<file path="config.mk">
export PLATFORM = sky130hd
export DESIGN_NAME = pipeline_one
export DESIGN_NICKNAME = d
export VERILOG_FILES = /design/src/rtl/pipeline_one.sv
export SDC_FILE = /design/constraint.sdc
export NUM_CORES = 1
export LEC_CHECK = 0
export BUFFER_PORTS_ARGS = -buffer_cell sky130_fd_sc_hd__buf_2
export CELL_PAD_IN_SITES_DETAIL_PLACEMENT = 0
export CELL_PAD_IN_SITES_GLOBAL_PLACEMENT = 2
export CORE_UTILIZATION = 35
export DETAILED_ROUTE_END_ITERATION = 10
export GPL_TIMING_DRIVEN = 0
export PLACE_DENSITY_LB_ADDON = 0.1
export SETUP_SLACK_MARGIN = 0.5
export SYNTH_ARGS = -nofsm -noshare
export SYNTH_HDL_FRONTEND = slang
export SYNTH_SLANG_ARGS = --single-unit
</file>
<file path="constraint.sdc">
create_clock -name clk -period 13.9 [get_ports clk]
set_input_delay 0 -clock clk [delete_from_list [all_inputs] [get_ports clk]]
set_output_delay 0 -clock clk [all_outputs]
set_load 0.02 [all_outputs]
</file>
<file path="src/rtl/pipeline_one.sv">
// Five-port ingress buffer: per-port DEPTH-entry FIFOs sharing one data word,
// popped together into registered outputs. Define PIPELINE_ONE_PARITY_EN to compile in the even-parity bit.
module pipeline_one #(
  parameter int DEPTH = 4
) (
  input  logic       clk,
  input  logic       rst,
  input  logic [6:0] inc,
  input  logic       nsig,
  input  logic       ssig,
  input  logic       esig,
  input  logic       wsig,
  input  logic       lsig,
  input  logic       clksig,
  output logic [9:0] noun,
  output logic [9:0] soun,
  output logic [9:0] eoun,
  output logic [9:0] woun,
  output logic [9:0] loun
);

  localparam int NP = 5;
  localparam int AW = (DEPTH > 1) ? $clog2(DEPTH) : 1;
  localparam int CW = AW + 1;
  localparam logic [CW-1:0] FULL_CNT = CW'(DEPTH);
  localparam logic [CW-1:0] CNT_ONE  = CW'(1);
  localparam logic [AW-1:0] PTR_ONE  = AW'(1);

  logic [6:0]    mem_q    [NP][DEPTH];
  logic [6:0]    mem_d    [NP][DEPTH];
  logic [AW-1:0] wr_ptr_q [NP];
  logic [AW-1:0] wr_ptr_d [NP];
  logic [AW-1:0] rd_ptr_q [NP];
  logic [AW-1:0] rd_ptr_d [NP];
  logic [CW-1:0] count_q  [NP];
  logic [CW-1:0] count_d  [NP];
  logic          ovf_q    [NP];
  logic          ovf_d    [NP];
  logic [9:0]    out_q    [NP];
  logic [9:0]    out_d    [NP];

  logic [NP-1:0] push;
  logic [NP-1:0] do_push;
  logic [NP-1:0] do_pop;
  logic [6:0]    head [NP];
  logic          par  [NP];

  // Port order in every array: 0=north, 1=south, 2=east, 3=west, 4=local.
  assign push = {lsig, wsig, esig, ssig, nsig};

  always_comb begin
    mem_d    = mem_q;
    wr_ptr_d = wr_ptr_q;
    rd_ptr_d = rd_ptr_q;
    count_d  = count_q;
    ovf_d    = ovf_q;
    out_d    = out_q;
    do_push  = '0;
    do_pop   = '0;
    for (int p = 0; p < NP; p++) begin
      head[p] = mem_q[p][rd_ptr_q[p]];
`ifdef PIPELINE_ONE_PARITY_EN
      par[p] = ^head[p];
`else
      par[p] = 1'b0;
`endif
      do_pop[p]  = clksig && (count_q[p] != '0);
      // A simultaneous pop frees a slot, so a full FIFO still accepts the push.
      do_push[p] = push[p] && ((count_q[p] != FULL_CNT) || do_pop[p]);

      if (clksig) begin
        ovf_d[p] = 1'b0;
        out_d[p] = do_pop[p] ? {1'b1, par[p], ovf_q[p], head[p]} : 10'b0;
      end
      if (push[p] && !do_push[p]) begin
        ovf_d[p] = 1'b1;
      end
      if (do_push[p]) begin
        mem_d[p][wr_ptr_q[p]] = inc;
        wr_ptr_d[p]           = wr_ptr_q[p] + PTR_ONE;
      end
      if (do_pop[p]) begin
        rd_ptr_d[p] = rd_ptr_q[p] + PTR_ONE;
      end
      case ({do_push[p], do_pop[p]})
        2'b10:   count_d[p] = count_q[p] + CNT_ONE;
        2'b01:   count_d[p] = count_q[p] - CNT_ONE;
        default: count_d[p] = count_q[p];
      endcase
    end
  end

  always_ff @(posedge clk or posedge rst) begin
    if (rst) begin
      for (int p = 0; p < NP; p++) begin
        for (int i = 0; i < DEPTH; i++) begin
          mem_q[p][i] <= '0;
        end
        wr_ptr_q[p] <= '0;
        rd_ptr_q[p] <= '0;
        count_q[p]  <= '0;
        ovf_q[p]    <= 1'b0;
        out_q[p]    <= '0;
      end
    end else begin
      mem_q    <= mem_d;
      wr_ptr_q <= wr_ptr_d;
      rd_ptr_q <= rd_ptr_d;
      count_q  <= count_d;
      ovf_q    <= ovf_d;
      out_q    <= out_d;
    end
  end

  assign noun = out_q[0];
  assign soun = out_q[1];
  assign eoun = out_q[2];
  assign woun = out_q[3];
  assign loun = out_q[4];

endmodule

</file>
* Word level (Yosys, flattened, before mapping) *
Index checks and enable logic that the tools add are counted.

word-level totals
  input port bits = 15
  register bits = 230

operators by class
  add/subtract/negate cells = 20
  order comparisons = 15
  bitwise logic cells = 10
  muxes and demuxes = 46
  reductions and logical operators = 45
  equal/unequal tests = 15

operators by type and width
  kind                   count
  $bwmux W28             5
  $mux W7                15
  $bmux W7 S2            5
  $demux W7 S2           5
  $mux W10               5
  $ge A3 B3 Y1 const B   10
  $not A2 Y3             10
  $pmux W3 S2            5
  $add A2 B1 Y2 const B  10
  $logic_and A1 B1 Y1    20
  $reduce_bool A2 Y1     10
  $add A3 B1 Y3 const B  5
  $lt A3 B1 Y1 const B   5
  $ne A3 B3 Y1 const B   5
  $reduce_bool A3 Y1     5
  $sub A3 B1 Y3 const B  5
  $eq A2 B1 Y1 const B   5
  $eq A2 B2 Y1 const B   5
  $mux W1                6
  $logic_not A1 Y1       5
  $logic_or A1 B1 Y1     5

* Logic depth before layout (Yosys ltp) *
Gate-level depths: netlist (run 1).

  depth in word-level cells = 7
  gate-level depth with buffers = 10

* Worst setup path after synthesis (run 1) *
No wires, ideal clock.

  kind = register -> register
  start point = register count_q[12] (netlist name)
  end point = register count_q[14] (netlist name)
  period minus slack after synthesis = 2.225 ns
  arrival = 2.146 ns
  cell stages (with the launch flop) = 9
  slack = 11.675 ns
  library setup time = 0.079 ns
  required time = 13.821 ns
  cells stage by stage = dfrtp_1 > nor4b_2 > nand2b_1 > ha_1 > inv_1 > fa_1 > xor2_1 > nor2_1 > xor2_1

on the way
  cells in the longest elaborated chain, start to end = 6
  elaborated cells between the ends (all ways) = 11
  classes of those cells = 2 x add/sub; 3 x eq/ne; 1 x mux; 5 x reduce/logical

ends and longest elaborated chain
  element                                                   line  RTL
  from (decl)                                               35    logic [CW-1:0] count_q [NP];
  from (signal assigned)                                    109   count_q <= count_d;
  $reduce_bool A3 Y1                                        67    do_pop[p] = clksig && (count_q[p] != '0);
  $logic_and A1 B1 Y1                                       67
  $logic_or A1 B1 Y1                                        69    do_push[p] = push[p] && ((count_q[p] != FULL_CNT) || do_pop[p]);
  $logic_and A1 B1 Y1                                       69
  $eq A2 B1 Y1 / $eq A2 B2 Y1 (equally long branches)       85    case ({do_push[p], do_pop[p]})
  $pmux W3 S2 / $reduce_bool A2 Y1 (equally long branches)  --

Several ways; a longest one is shown, not always the timed one.
A chain may end at the register's enable or synchronous reset.

* Final worst setup path (run 1) *
Same ends and word-level chain as after synthesis.

==> results of run 1 <==
-- per-layer routing --
metal	GRT usage	part of all wire
met5	0	0
met4	0.0450	0.024
met3	0.0246	0.031
met2	0.280	0.49
met1	0.219	0.46
-- cells by family (layout without fill, tap and decap cells) --
group | after synthesis | count (layout) | synth area share
AOI/OAI and AO/OA | 83 | 83 | 0.0619
xor gates and xnor gates | 26 | 26 | 0.0220
adders and majority gates | 27 | 27 | 0.0363
buffers and inverters | 109 | 214 | 0.0438
DFF | 225 | 225 | 0.545
muxes | 183 | 183 | 0.237
other | 1 | 5 | 0.000363
and+or+nand+nor | 97 | 97 | 0.0532
-- through the flow --
stage	util	total power, mW	std cells	area (um^2)
global placement	0.384	2.24	1189	11100
detailed placement	0.385	2.30	1190	11100
floorplan	-	2.00	755	10300
finish	0.421	3.02	1244	12100
global route	0.421	3.23	1244	12100
CTS	0.421	3.07	1244	12100
-- cell type report --
type	count	area [um^2]
Buffer	54	246
Clock buffer	37	803
Clock inverter	11	163
Fill cell	2700	16700
Inverter	55	214
Multi-Input combinational cell	421	4260
Sequential cell	225	5630
Tap cell	384	480
Timing Repair Buffer	57	338
-- power by group --
part           total [mW]  internal [mW]  switching (mW)
clock network       0.754          0.476           0.279
registers            1.15          0.978           0.169
logic                1.12          0.586           0.535
-- layout by cell type (no fill, tap or decap), types with 24 or more instances in the layout --
master / instances
buf_2: 64
clkbuf_1: 33
clkbuf_16: 27
dfrtp_1: 225
inv_1: 53
mux2_2: 137
mux4_2: 35
nand2_1: 29
nor2_1: 33
o2bb2ai_1: 24
-- critical path: stages, from the launching register on --
cell and delay [ns]:
dfrtp_1 0.42, nor4b_2 0.61, nand2b_1 0.28, ha_1 0.21
inv_1 0.06, fa_1 0.37, xor2_1 0.15, nor2_1 0.11
xor2_1 0.18
-- state kept, by name, summed over array words and instances (netlist names) --
register and count:
loun 9, eoun 9, soun 9, rd_ptr_q 10
ovf_q 5, woun 9, wr_ptr_q 10, noun 9
mem_q 140, count_q 15
-- how the worst max path moves through the flow --
stage	endpoint	slack (ns)	depth (start not counted)
final	count_q[14]$_DFFE_PP0P_	11.43	8
after detailed placement	count_q[14]$_DFFE_PP0P_	11.43	8
after global placement	count_q[13]$_DFFE_PP0P_	5.38	2
after CTS	count_q[14]$_DFFE_PP0P_	11.39	8
after global routing	count_q[14]$_DFFE_PP0P_	11.23	8
after floorplan	count_q[0]$_DFFE_PP0P_	7.74	1
-- timing repair --
item | in CTS | in global routing
endpoints found under the setup margin | 0 | 0
endpoints found under the hold margin | 131 | 0
resized for setup | 0 | 0
hold buffers | 6 | 0
==> impl_metrics.ini, run 1 <==
[outcome]
status = finished, final reports clean

[drt]
finalWirelength_um = 23900
wl_per_cell_um = 19.2
drt-vias-per-instance = 4.90
first_pass_iters = 4
drt_iter0_markers = 247
ant_nets = 0
vias = 6097
drc = 0

[synth]
synth_flop_cell = dfrtp_1
netlist_instances = 751
async_reset_ff_frac = 1.00
ys_seq_elements = 225
post-synth-top-count-cell = dfrtp_1
synth_area_leaders = dfrtp_1 (55%), mux2_2 (15%), mux4_2 (7.6%), ha_1 (2.7%), o2bb2ai_1 (2.0%)
yosysTopAreaCell = dfrtp_1
ys_warn_count = 0
syn_avg_cell_area_um2 = 13.8
synthDistinctLibCells = 49
synth_edf_count = 0
syn_area_um2 = 10300
ys_seq_area_frac = 0.545
yosysTopAreaCellShare = 0.545
ys_top_cells_by_count = dfrtp_1 (225), mux2_2 (137), inv_1 (54)

[setup_path]
arrival_ns = 2.91
required_ns = 14.34
r2r.worst_path.cells = 8
r2r-start = count_q[12]$_DFFE_PP0P_
cp-start-kind = flop
r2r_slack_ns = 11.43
reg2reg_to = count_q[14]$_DFFE_PP0P_
worstSetupStartpoint = count_q[12]$_DFFE_PP0P_
critical_path_class = reg2reg
path_max_fanout = 5
endpoint_kind = flop

[clock_tree]
ctsRootBufferMaster = clkbuf_16
cts_buffers = 27
cts_setup_buffers = 0
clk_pin_slew_ns = 0.06
cts_tree = done
cts.htree.levels = 1
insertion_delay_ns = 0.53
cts_buffer_depth = 3
cts_sinks = 225

[cells_and_area]
syn_to_final_growth_pct = 17.5
n_antenna_cell = 0
final_nets = 883
layout-drive-gt1-share = 0.352

[sta]
hold_viol_final = 0
clock_skew_ns = 0.0118
rsz0062_at_grt = no
relSlewSlack = 0.400
hold_slack_ns = 0.0375
slew_viol_final = 0
setup_viol = 0
fmax_ghz = 0.405
tightest_slew_ns = 0.896
layout_min_cycle_time_ns = 2.47
fin_setup_tns_ns = 0
finalWorstSetupSlack_ns = 11.43
finalCritPeriodShare = 0.178

[placement]
dp_slack_ns = 11.43
gp_congestion = 0.745
numPortBuffers = 50
dp_hpwl_um = 15700

[global_routing]
track_usage = 0.165
grt_start_max_net_pins = 119
grt_pass1_wl_um = 38500
gr-total-overflow = 0
antenna_found_initial = 0
first_global_vias = 6696

[die]
dieHeight_um = 174
start_util = 0.358
pin_count = 65
design.die.area_um2 = 30200
rows = 62
die_width_um = 174
core_um2 = 28900

[pwr]
ir_drop_v = 0.000118
p_leak_nw = 5.36
p_per_area_nw_per_um2 = 249

[flow_run]
maxCapViolCount = 0

[hold_path]
hold_depth = 2
holdPathEnd = mem_q[128]$_DFFE_PP0P_
hold_class = in2reg
worstHoldStart = inc[2]
Note: power is estimated with default switching activity, not from simulation.
==> run 2, diff against run 1 <==
==> constraint.sdc (replaced) <==
create_clock -name clk -period 2.2 [get_ports clk]
set_input_delay 0 -clock clk [delete_from_list [all_inputs] [get_ports clk]]
set_output_delay 0 -clock clk [all_outputs]
set_load 0.02 [all_outputs]
==> run 2 against run 1 <==
  * The flow now finishes with violations (hold timing)
  * Final cell count increased by 3.4%
  * Die area unchanged
  * Utilization grew 2.7 points
  * Worst hold slack worse by 0.095 ns
  * Flip-flop and latch count unchanged
  * Fmax grew 26%
  * Largest cell class unchanged
  * Largest power group is now combinational logic
==> impl_metrics.ini, run 2 (same netlist as run 1, synthesis figures left out) <==
[sta]
setup_viol = 0
tightest_slew_ns = 0.894
finalWorstSetupSlack_ns = 0.239
relSlewSlack = 0.404
layout_min_cycle_time_ns = 1.96
hold_slack_ns = -0.0572
clock_skew_ns = 0.00859
rsz0062_at_grt = yes
hold_viol_final = 3
fmax_ghz = 0.510
finalCritPeriodShare = 0.891
slew_viol_final = 0

[pwr]
combPwrFrac = 0.415
p_int_mw = 13.4
clkPwrFrac = 0.219
p_sw_frac = 0.327
power.total_mw = 20.0
p_per_area_nw_per_um2 = 1550
ir_drop_v = 0.000856
pwr-share-seq = 0.366
power_switching_mw = 6.55
p_leak_nw = 5.68

[placement]
dp_hpwl_um = 16500
dp_slack_ns = -0.0711
numPortBuffers = 50
placed_area_um2 = 11300
gp_congestion = 0.726

[setup_path]
r2r-start = count_q[8]$_DFFE_PP0P_
critical_path_class = reg2reg
reg2reg_to = count_q[8]$_DFFE_PP0P_
arrival_ns = 2.42
cpLargestDelayFamily = simple AND/OR/NAND/NOR gates
path_cells = buf_8 -> o31ai_4 -> or2_4 -> fa_2 -> or4bb_1 -> o22ai_2 -> a221o_1
critPathSlowestCell = or4bb_1
max_stage_delay_ns = 0.44
required_ns = 2.66
path_max_fanout = 4
cp-start-kind = flop
path_buf_inv = 1
endpoint_kind = flop
r2r_slack_ns = 0.24
r2r.worst_path.cells = 7

[drt]
vias = 6411
drt-vias-per-instance = 4.99
ant_nets = 0
finalWirelength_um = 25000
drc = 0
wl_per_cell_um = 19.5
first_pass_iters = 4
drt_iter0_markers = 260

[global_routing]
track_usage = 0.169
grt_start_max_net_pins = 45
first_global_vias = 6884
antenna_found_initial = 0
grt_pass1_wl_um = 39700
gr-total-overflow = 0

[cells_and_area]
n_antenna_cell = 0
syn_to_final_growth_pct = 25.2
top_register = mem_q
largest_reg_flops = 140
multi_input_area_um2 = 4610
layout-drive-gt1-share = 0.439
top_regs = mem_q: 140 flops, count_q: 15 flops
layout_commonest_cell = dfrtp_1
final_cell_mix = dfrtp_1 (222), mux2_2 (123), buf_2 (59)
final_nets = 926
seqCellArea_um2 = 5630
postLayoutCellArea_um2 = 12900
fill_cells = 2652
finalCoreUtilization = 0.448

[clock_tree]
cts.htree.levels = 1
insertion_delay_ns = 0.52
ctsRootBufferMaster = clkbuf_16
cts_sinks = 225
cts_tree = done
cts_buffer_depth = 3
clk_pin_slew_ns = 0.06
holdBufCountCts = 6
cts_buffers = 26

[outcome]
failed_checks = hold timing
status = complete, but fails checks

[die]
rows = 62
start_util = 0.358
design.die.area_um2 = 30200
die_width_um = 174
core_um2 = 28900
dieHeight_um = 174
pin_count = 65

[hold_path]
worstHoldStart = lsig
hold_class = in2reg
hold_depth = 4
holdPathEnd = wr_ptr_q[0]$_DFFE_PP0P_

[flow_run]
maxCapViolCount = 0
-- run 2: cell types whose count changed in the layout (fill, tap and decap cells not counted), moves of 5 or more --
cell,delta
fa_1,-5
clkbuf_8,+6
nor2_1,-16
nand2b_4,+5
buf_4,+30
fa_2,+5
mux2_4,+17
buf_2,-5
mux2_2,-14
nor2_4,+20
buf_6,+12
nand2b_1,-5
buf_12,+8
-- run 2: worst max path at each step --
stage / to / cells past startpoint / start / slack, ns
final: count_q[8]$_DFFE_PP0P_ / 7 / count_q[8]$_DFFE_PP0P_ / 0.24
after global routing: count_q[8]$_DFFE_PP0P_ / 7 / count_q[8]$_DFFE_PP0P_ / 0.18
after CTS: count_q[2]$_DFFE_PP0P_ / 8 / count_q[0]$_DFFE_PP0P_ / 0.29
after detailed placement: count_q[2]$_DFFE_PP0P_ / 10 / clksig / -0.07
after global placement: mem_q[11]$_DFFE_PP0P_ / 2 / rst / -2.06
after floorplan: count_q[0]$_DFFE_PP0P_ / 1 / rst / -0.74
-- run 2: timing repair --
action                                 in CTS  in global routing
endpoints found under the hold margin      46                  2
buffers inserted                           29                 11
resized for setup                          32                 51
pin swaps                                  21                 15
setup endpoints to repair                 123                140
-- run 2: power groups by stage --
stage | Combinational (mW) | Sequential, mW | Clock [mW]
after floorplan | 5.43 | 7.44 | 0
after global placement | 7.22 | 7.22 | 0
after detailed placement | 7.46 | 7.37 | 0
after CTS | 7.92 | 7.31 | 4.53
after global routing | 9.02 | 7.60 | 4.70
final | 8.29 | 7.32 | 4.38
-- run 2: stage by stage --
stage | std cells | hold slack [ns] | TNS [ns]
floorplan | 755 | 0.170 | -166.05
finish | 1286 | -0.0572 | 0
global placement | 1189 | 0.371 | -457.70
global route | 1286 | -0.0629 | 0
CTS | 1275 | -0.0939 | 0
detailed placement | 1194 | 0.162 | -0.138
-- run 2: layer usage --
layer / track usage / up-vias / wire length, um
met5: 0 / - / 0
met3: 0.0235 / 29 / 671
met1: 0.227 / 3409 / 11500
met4: 0.0351 / 0 / 442
li1: - / 2887 / -
met2: 0.290 / 86 / 12500
-- run 2: cell type report --
cell class | count | area share
flip-flops and latches | 225 | 0.436
multi-input cells | 421 | 0.357
clock buffers | 42 | 0.0651
repair buffers | 101 | 0.0599
well taps | 384 | 0.0372
plain buffers | 54 | 0.0256
inverters | 55 | 0.0163
clock inverters | 4 | 0.00348
-- run 2: worst min-delay path: cells and delay by family --
family | cells | cell delay (ns)
and+or+nand+nor | 1 | 0.09
buffers and inverters | 2 | 0.27
xor gates and xnor gates | 1 | 0.05
